## src/rtl/nvm_pkg.sv

```systemverilog
// nvm_pkg: shared state type and constants for the NVRAM ioctl bridge.
package nvm_pkg;
   typedef enum logic [1:0] {IDLE, PAUSE, READY, RD_WAIT} state_e;
   localparam logic [7:0] NVM_INDEX_DEF = 8'd4;
   localparam logic [7:0] FILL_BYTE = 8'hFF;
endpackage

```

## src/rtl/nvm_ioctl_bridge.sv

```systemverilog
// nvm_ioctl_bridge: hps_io responder for NVRAM upload/download on one ioctl index.
// Pauses the core before touching NVRAM, stretches hps_io with ioctl_wait, flags core-side changes.
module nvm_ioctl_bridge
   import nvm_pkg::*;
#(
   parameter int         ADDR_W    = 9,
   parameter logic [7:0] NVM_INDEX = NVM_INDEX_DEF,
   parameter int         SETTLE    = 16,
   parameter int         RAM_LAT   = 1
) (
   input  logic              clk_sys,
   input  logic              RESET,
   input  logic              ioctl_download,
   input  logic              ioctl_upload,
   input  logic [7:0]        ioctl_index,
   input  logic [24:0]       ioctl_addr,
   input  logic              ioctl_wr,
   input  logic              ioctl_rd,
   input  logic [7:0]        ioctl_dout,
   output logic [7:0]        ioctl_din,
   output logic              ioctl_wait,
   output logic [ADDR_W-1:0] nvm_addr,
   output logic [7:0]        nvm_din,
   output logic              nvm_we,
   output logic              nvm_rd,
   input  logic [7:0]        nvm_dout,
   output logic              core_pause_req,
   input  logic              core_nvm_wr,
   output logic              nvm_dirty
);
   state_e              state_q;
   logic [7:0]          cnt_q;
   logic [RAM_LAT:0]    sh_q;
   logic                hold_v_q, hold_ok_q, rd_ok_q;
   logic [ADDR_W-1:0]   hold_addr_q, addr_q;
   logic [7:0]          hold_data_q, wdata_q, din_q;
   logic                wait_q, we_q, rd_q, pause_q, dirty_q;
   logic                active, wr_ok, rd_ok, in_range, ending, dirty_d;

   assign active   = (ioctl_download || ioctl_upload) && ioctl_index == NVM_INDEX;
   assign wr_ok    = active && ioctl_download && ioctl_wr;
   assign rd_ok    = active && ioctl_upload && !ioctl_download && ioctl_rd;
   assign in_range = ~|ioctl_addr[24:ADDR_W];
   assign ending   = state_q != IDLE && !active;
   // a core write in the same cycle the transfer ends keeps the flag set
   assign dirty_d  = (core_nvm_wr && (state_q == IDLE || ending)) || (dirty_q && !ending);

   always_ff @(posedge clk_sys or posedge RESET) begin
      if (RESET) begin
         state_q     <= IDLE;
         cnt_q       <= '0;
         sh_q        <= '0;
         hold_v_q    <= 1'b0;
         hold_ok_q   <= 1'b0;
         rd_ok_q     <= 1'b0;
         hold_addr_q <= '0;
         addr_q      <= '0;
         hold_data_q <= '0;
         wdata_q     <= '0;
         din_q       <= FILL_BYTE;
         wait_q      <= 1'b0;
         we_q        <= 1'b0;
         rd_q        <= 1'b0;
         pause_q     <= 1'b0;
         dirty_q     <= 1'b0;
      end else begin
         we_q    <= 1'b0;
         rd_q    <= 1'b0;
         dirty_q <= dirty_d;
         if (ending) begin
            state_q  <= IDLE;
            pause_q  <= 1'b0;
            wait_q   <= 1'b0;
            hold_v_q <= 1'b0;
            we_q     <= hold_v_q && hold_ok_q;
            addr_q   <= hold_addr_q;
            wdata_q  <= hold_data_q;
         end else begin
            case (state_q)
               IDLE: if (active) begin
                  state_q     <= PAUSE;
                  pause_q     <= 1'b1;
                  wait_q      <= 1'b1;
                  cnt_q       <= '0;
                  hold_v_q    <= wr_ok;
                  hold_ok_q   <= in_range;
                  hold_addr_q <= ioctl_addr[ADDR_W-1:0];
                  hold_data_q <= ioctl_dout;
               end
               PAUSE: if (cnt_q == 8'(SETTLE - 1)) begin
                  // the held write, or one arriving right now, lands on the first READY cycle
                  we_q     <= hold_v_q ? hold_ok_q : wr_ok && in_range;
                  addr_q   <= hold_v_q ? hold_addr_q : ioctl_addr[ADDR_W-1:0];
                  wdata_q  <= hold_v_q ? hold_data_q : ioctl_dout;
                  hold_v_q <= 1'b0;
                  wait_q   <= 1'b0;
                  state_q  <= READY;
               end else begin
                  cnt_q <= cnt_q + 8'd1;
                  if (wr_ok && !hold_v_q) begin
                     hold_v_q    <= 1'b1;
                     hold_ok_q   <= in_range;
                     hold_addr_q <= ioctl_addr[ADDR_W-1:0];
                     hold_data_q <= ioctl_dout;
                  end
               end
               READY: if (wr_ok) begin
                  we_q    <= in_range;
                  addr_q  <= ioctl_addr[ADDR_W-1:0];
                  wdata_q <= ioctl_dout;
               end else if (rd_ok) begin
                  state_q <= RD_WAIT;
                  wait_q  <= 1'b1;
                  rd_q    <= in_range;
                  rd_ok_q <= in_range;
                  addr_q  <= ioctl_addr[ADDR_W-1:0];
                  sh_q    <= {{RAM_LAT{1'b0}}, 1'b1};
               end
               RD_WAIT: begin
                  sh_q <= {sh_q[RAM_LAT-1:0], 1'b0};
                  if (sh_q[RAM_LAT]) begin
                     din_q   <= rd_ok_q ? nvm_dout : FILL_BYTE;
                     wait_q  <= 1'b0;
                     state_q <= READY;
                  end
               end
               default: state_q <= IDLE;
            endcase
         end
      end
   end

   assign ioctl_din      = din_q;
   assign ioctl_wait     = wait_q;
   assign nvm_addr       = addr_q;
   assign nvm_din        = wdata_q;
   assign nvm_we         = we_q;
   assign nvm_rd         = rd_q;
   assign core_pause_req = pause_q;
   assign nvm_dirty      = dirty_q;
endmodule

```

## config.mk

```make
export PLATFORM = sky130hd
export DESIGN_NAME = nvm_ioctl_bridge
export DESIGN_NICKNAME = d
export VERILOG_FILES = /design/src/rtl/nvm_pkg.sv /design/src/rtl/nvm_ioctl_bridge.sv
export SDC_FILE = /design/constraint.sdc
export NUM_CORES = 1
export LEC_CHECK = 0
export BUFFER_PORTS_ARGS = -buffer_cell sky130_fd_sc_hd__buf_2
export CAP_MARGIN = 20
export CORE_MARGIN = 3
export CORE_UTILIZATION = 33
export CTS_CLUSTER_SIZE = 30
export DETAILED_ROUTE_END_ITERATION = 8
export GPL_ROUTABILITY_DRIVEN = 0
export GPL_TIMING_DRIVEN = 0
export SYNTH_ARGS = -nofsm -noshare
export SYNTH_HDL_FRONTEND = slang
export SYNTH_SLANG_ARGS = --single-unit
```

## constraint.sdc

```tcl
create_clock -name clk_sys -period 4.2 [get_ports clk_sys]
set_clock_uncertainty 0.1 [all_clocks]
set_input_delay 0.63 -clock clk_sys [delete_from_list [all_inputs] [get_ports clk_sys]]
set_output_delay 0.63 -clock clk_sys [all_outputs]
set_load 0.1 [all_outputs]
```

### Yosys cells after proc, flatten, opt, wreduce, memory -nomap -nowiden

Index checks and enable logic that the tools add are counted.

* register bits after elaboration: 62
* input bits: 56
* output and inout bits: 30
* logic and storage cells: 136

* $add $sub $neg: 1
* eq/ne operators: 18
* mux-type cells: 60
* bitwise operators: 2
* reductions and logical operators: 39

Operators with widths (count)
* $mux W8: 10
* $mux W9: 8
* $pmux W8 S2: 3
* $pmux W9 S2: 2
* $mux W1: 23
* $ne A3 B3 Y1 const B: 6
* $mux W2: 8
* $reduce_or A16 Y1: 1
* $logic_and A1 B1 Y1: 12
* $reduce_and A3 Y1: 4
* $reduce_and A4 Y1: 3
* $ne A2 B2 Y1 const B: 5
* $reduce_and A5 Y1: 2
* $reduce_bool A2 Y1: 5
* $add A8 B1 Y8 const B: 1
* $eq A8 B3 Y1 const B: 1
* $eq A8 B4 Y1 const B: 1
* $ne A4 B4 Y1 const B: 2
* $pmux W2 S4: 1
* $pmux W1 S2: 3
* $reduce_bool A3 Y1: 2
* $logic_not A1 Y1: 5
* $eq A2 B2 Y1 const B: 2
* $pmux W1 S4: 1
* 6 further kinds: 9

### Depth between registers and ports, before layout

* depth after elaboration: 9
* mapped depth: 10
* mapped depth without buffers: 8

### Worst setup path before layout

Ideal clock, no wire load.

* path kind: input-to-reg
* start: input port ioctl_index[1]
* end: register addr_q[0], in the netlist nvm_addr[0]
* setup time: 125 ps
* arrival: 3078 ps
* required time: 3975 ps
* setup slack: 897 ps
* stages on the path: 8
* path buffers: 2
* cell sequence: nor4b_4 nand3_1 ha_1 clkbuf_1 a21oi_1 buf_2 mux2_2 mux2_2

* longest elaborated chain between the ends: 7
* elaborated cells between the ends (all ways): 16
* classes of those cells: 3 x eq/ne; 3 x mux; 10 x reduce/logical

Ends and longest elaborated chain
* from (decl): line nvm_ioctl_bridge.sv:15 `input logic [7:0] ioctl_index,`
* $eq A8 B3 Y1 (*): line nvm_ioctl_bridge.sv:40 `assign active = (ioctl_download || ioctl_upload) && ioctl_index == NVM_INDEX;`
* $logic_and A1 B1 Y1 (*): line nvm_ioctl_bridge.sv:40
* $logic_and A1 B1 Y1 (on tied branches) (2 in series): line nvm_ioctl_bridge.sv:41, nvm_ioctl_bridge.sv:42
* $mux W9 or $logic_and A1 B1 Y1 (tied branches): line nvm_ioctl_bridge.sv:107, nvm_ioctl_bridge.sv:42
* $pmux W9 S2 or $ne A4 B4 Y1 (tied branches)
* $mux W9 or $reduce_and A3 Y1 (tied branches)
* to (signal assigned): line nvm_ioctl_bridge.sv:76 `addr_q <= hold_addr_q;`
* to (signal assigned): line nvm_ioctl_bridge.sv:109 `addr_q <= ioctl_addr[ADDR_W-1:0];`
* to (signal assigned): line nvm_ioctl_bridge.sv:116 `addr_q <= ioctl_addr[ADDR_W-1:0];`
* to (decl): line nvm_ioctl_bridge.sv:35 `logic [ADDR_W-1:0] hold_addr_q, addr_q;`

Every way passes the cells marked *; elsewhere a longest branch is shown, timed or not.
A chain may end at the register's enable or synchronous reset.

### Worst setup path in the final report

* start: input port ioctl_index[1]
* end: register addr_q[6], in the netlist nvm_addr[6]

The elaborated chain is that of the path after synthesis.

==> results.md <==
* Status: complete, no violations
* DR DRC count at 0
* Antenna violations before repair at 0
* Wire per inst at 14.3 um
* Netlist cell types at 49
* Crit path DAT at 4.02 ns
* Vias per inst at 4.85
* CTS Buf Count at 9
* H-tree depth at 3
* Dpl hpwl at 5.28 mm
* GR Util All Layers at 0.137
* Clk slew on worst S/H paths at 0.08 ns
* Clock buffer depth at 2
* Largest net degree at the start of global routing at 39
* Area Growth Syn to Fin at 24.2%
* Critical Path Fanout Max at 10
* Worst min path class: input port to async pin
* Post-synth top area share at 0.419
* Final Slew Violations at 0
* Reg2Reg Depth at 9
* Post-synthesis cell count at 267
* Worst EP required at 4.32 ns
* Tightest Pin Transition at 0.933 ns
* Crit path time final at 3.90 ns
* Die area at 11000 um2
* Std cell rows at 35
* Final ANT Viol Nets at 0
* First-pass iteration count of the detailed router at 4
* Vias in the first global route at 2534
* Filler cells at 922
* Layout cell share with drive strength beyond 1 at 0.480
* EDFF count, synth at 0
* I/O Pins at 86
* Main flop type after synthesis: dfrtp_1
* Met2 Resource Use GR at 0.222
* Initial Util at 0.344
* CP Capture Type: register
* Layout net count at 428
* Reg2Reg Launch Point: state_q[0]
* Post-Syn Nets at 331
* Number of synthesized register bits at 62
* Asr flop ratio synth at 1.00
* Fmax at 257 MHz
* Critical path type: input port to register
* Setup repair after global routing missed its margin: no
* Register area at 1560 um2
* # setup viols final at 0
* Hold Buf Count CTS at 0
* CTS sink cnt at 62
* Met1 usage at 0.170
* Post-CTS Resized at 0
* Die width at 105 um
* WL final at 7.13 mm
* Post-synthesis sequential area ratio at 0.485
* Antenna cells at 0
* Buffers added on ports at 85
* Worst setup SP type: input port
* Setup Total Neg Slack at 0 ns
* Slew margin rel. at 0.374
* Global-route wire length before repair at 12.2 mm
* Core Area at 9370 um2
* Register-to-register setup slack at 0.72 ns
* Root Driver: clkbuf_8
* # Post-CTS Setup Buffers at 0
* GR Overflow Total at 0
* Via count at 2415
* Period utilisation layout at 0.928
* Max-cap viol count at 0
* Worst skew pair latency at 0.33 ns
* Endpoints failing hold at 0
* Iteration-0 DRC Markers at 79
* Synth warn at 0
* Busiest metal layer after global routing: met2
* Dominant cells by area after synthesis: dfrtp_1 42%, mux2_2 15%, dfstp_2 6.5%
* Met3 Usage GRT at 0.0389
* Avg Inst Size Synth at 12.1 um2
* Mapped cell area at 3220 um2
* Multi-input logic area at 1560 um2
* R2R Path End: nvm_addr[6]
* Die height at 105 um
* CTS tree: yes
* Yosys top cell by area: dfrtp_1
kinds of logic (layout without fill, tap and decap cells):
| group | after synthesis | in the layout | share of synthesized area |
|---|---|---|---|
| adders and majority gates | 8 | 8 | 0.0311 |
| buffers and inverters | 19 | 121 | 0.0299 |
| muxes | 58 | 58 | 0.211 |
| AOI/OAI and AO/OA | 51 | 51 | 0.114 |
| DFF | 62 | 62 | 0.485 |
| and+or+nand+nor | 69 | 69 | 0.129 |
how the worst max path moves through the flow:
stage / slack, ns / end / from
after floorplan: 0.90 / nvm_addr[0] / ioctl_index[1]
after global placement: -0.05 / nvm_addr[8] / ioctl_index[1]
after detailed placement: -0.03 / nvm_addr[6] / ioctl_index[1]
after CTS: 0.33 / nvm_addr[6] / ioctl_index[1]
after global routing: 0.09 / nvm_addr[6] / ioctl_index[5]
final: 0.30 / nvm_addr[6] / ioctl_index[1]
Yosys cell counts (all sizes together) (2+ instances only):
library cell  number
o22ai              2
nor3               9
mux2              53
nand2             12
nand3              8
nor2b              9
clkbuf             3
o21ai             21
nand2b             3
o41ai              2
and3               2
a41o               2
mux2i              5
buf                5
ha                 8
a31oi              4
inv               11
or2                2
nor2               5
a211o              2
nor4               8
nand4              3
o21bai             4
dfrtp             54
a21oi              4
nor3b              3
dfstp              8
state kept, by name, indices dropped and copies added (netlist names), 2 cells and up:
name / cells
cnt_q: 8
state_q: 2
nvm_addr: 9
hold_data_q: 8
hold_addr_q: 9
sh_q: 2
ioctl_din: 8
nvm_din: 8
per-layer routing:
metal | up-vias | wire [um]
met2 | 67 | 3450
met5 | - | 0
li1 | 1178 | -
met4 | 0 | 93
met3 | 9 | 404
met1 | 1161 | 3190
cells in the final DEF, fill, tap and decap left out, types with 9 or more instances in the layout:
cell,n
o21ai_0,20
nand2_1,12
nor2b_1,9
mux2_2,44
dfrtp_1,54
clkbuf_8,9
mux2_4,9
inv_1,10
buf_2,87
stage by stage:
step	util	hold slack (ns)	setup WS (ns)	area [um2]	instances
3_5_place_dp	0.409	0.371	-0.0278	3830	482
2_1_floorplan	-	0.373	0.897	3220	267
5_1_grt	0.427	0.265	0.0868	4000	498
4_1_cts	0.427	0.253	0.331	4000	498
6_report	0.427	0.241	0.301	4000	498
3_3_place_gp	0.406	0.363	-0.0481	3810	481
area by class of cell:
cell class                 count  share of cell area
buffer                         8              0.0138
clock buffer                   9              0.0310
clock inverter                 7              0.0119
inverter                      11              0.0103
multi-input combinational    186               0.391
sequential                    62               0.390
tap                          129              0.0404
timing repair buffer          86               0.111
critical path, stage by stage:
cell      delay [ns]
buf_2           0.11
nor4b_4         0.55
nand3_1         0.34
ha_1            0.32
clkbuf_1        0.26
a21oi_1         0.75
buf_2           0.40
mux2_2          0.37
mux2_2          0.26
Power is not shown: default switching activity piles up to over one toggle a cycle in this logic, so the estimate is an artifact.
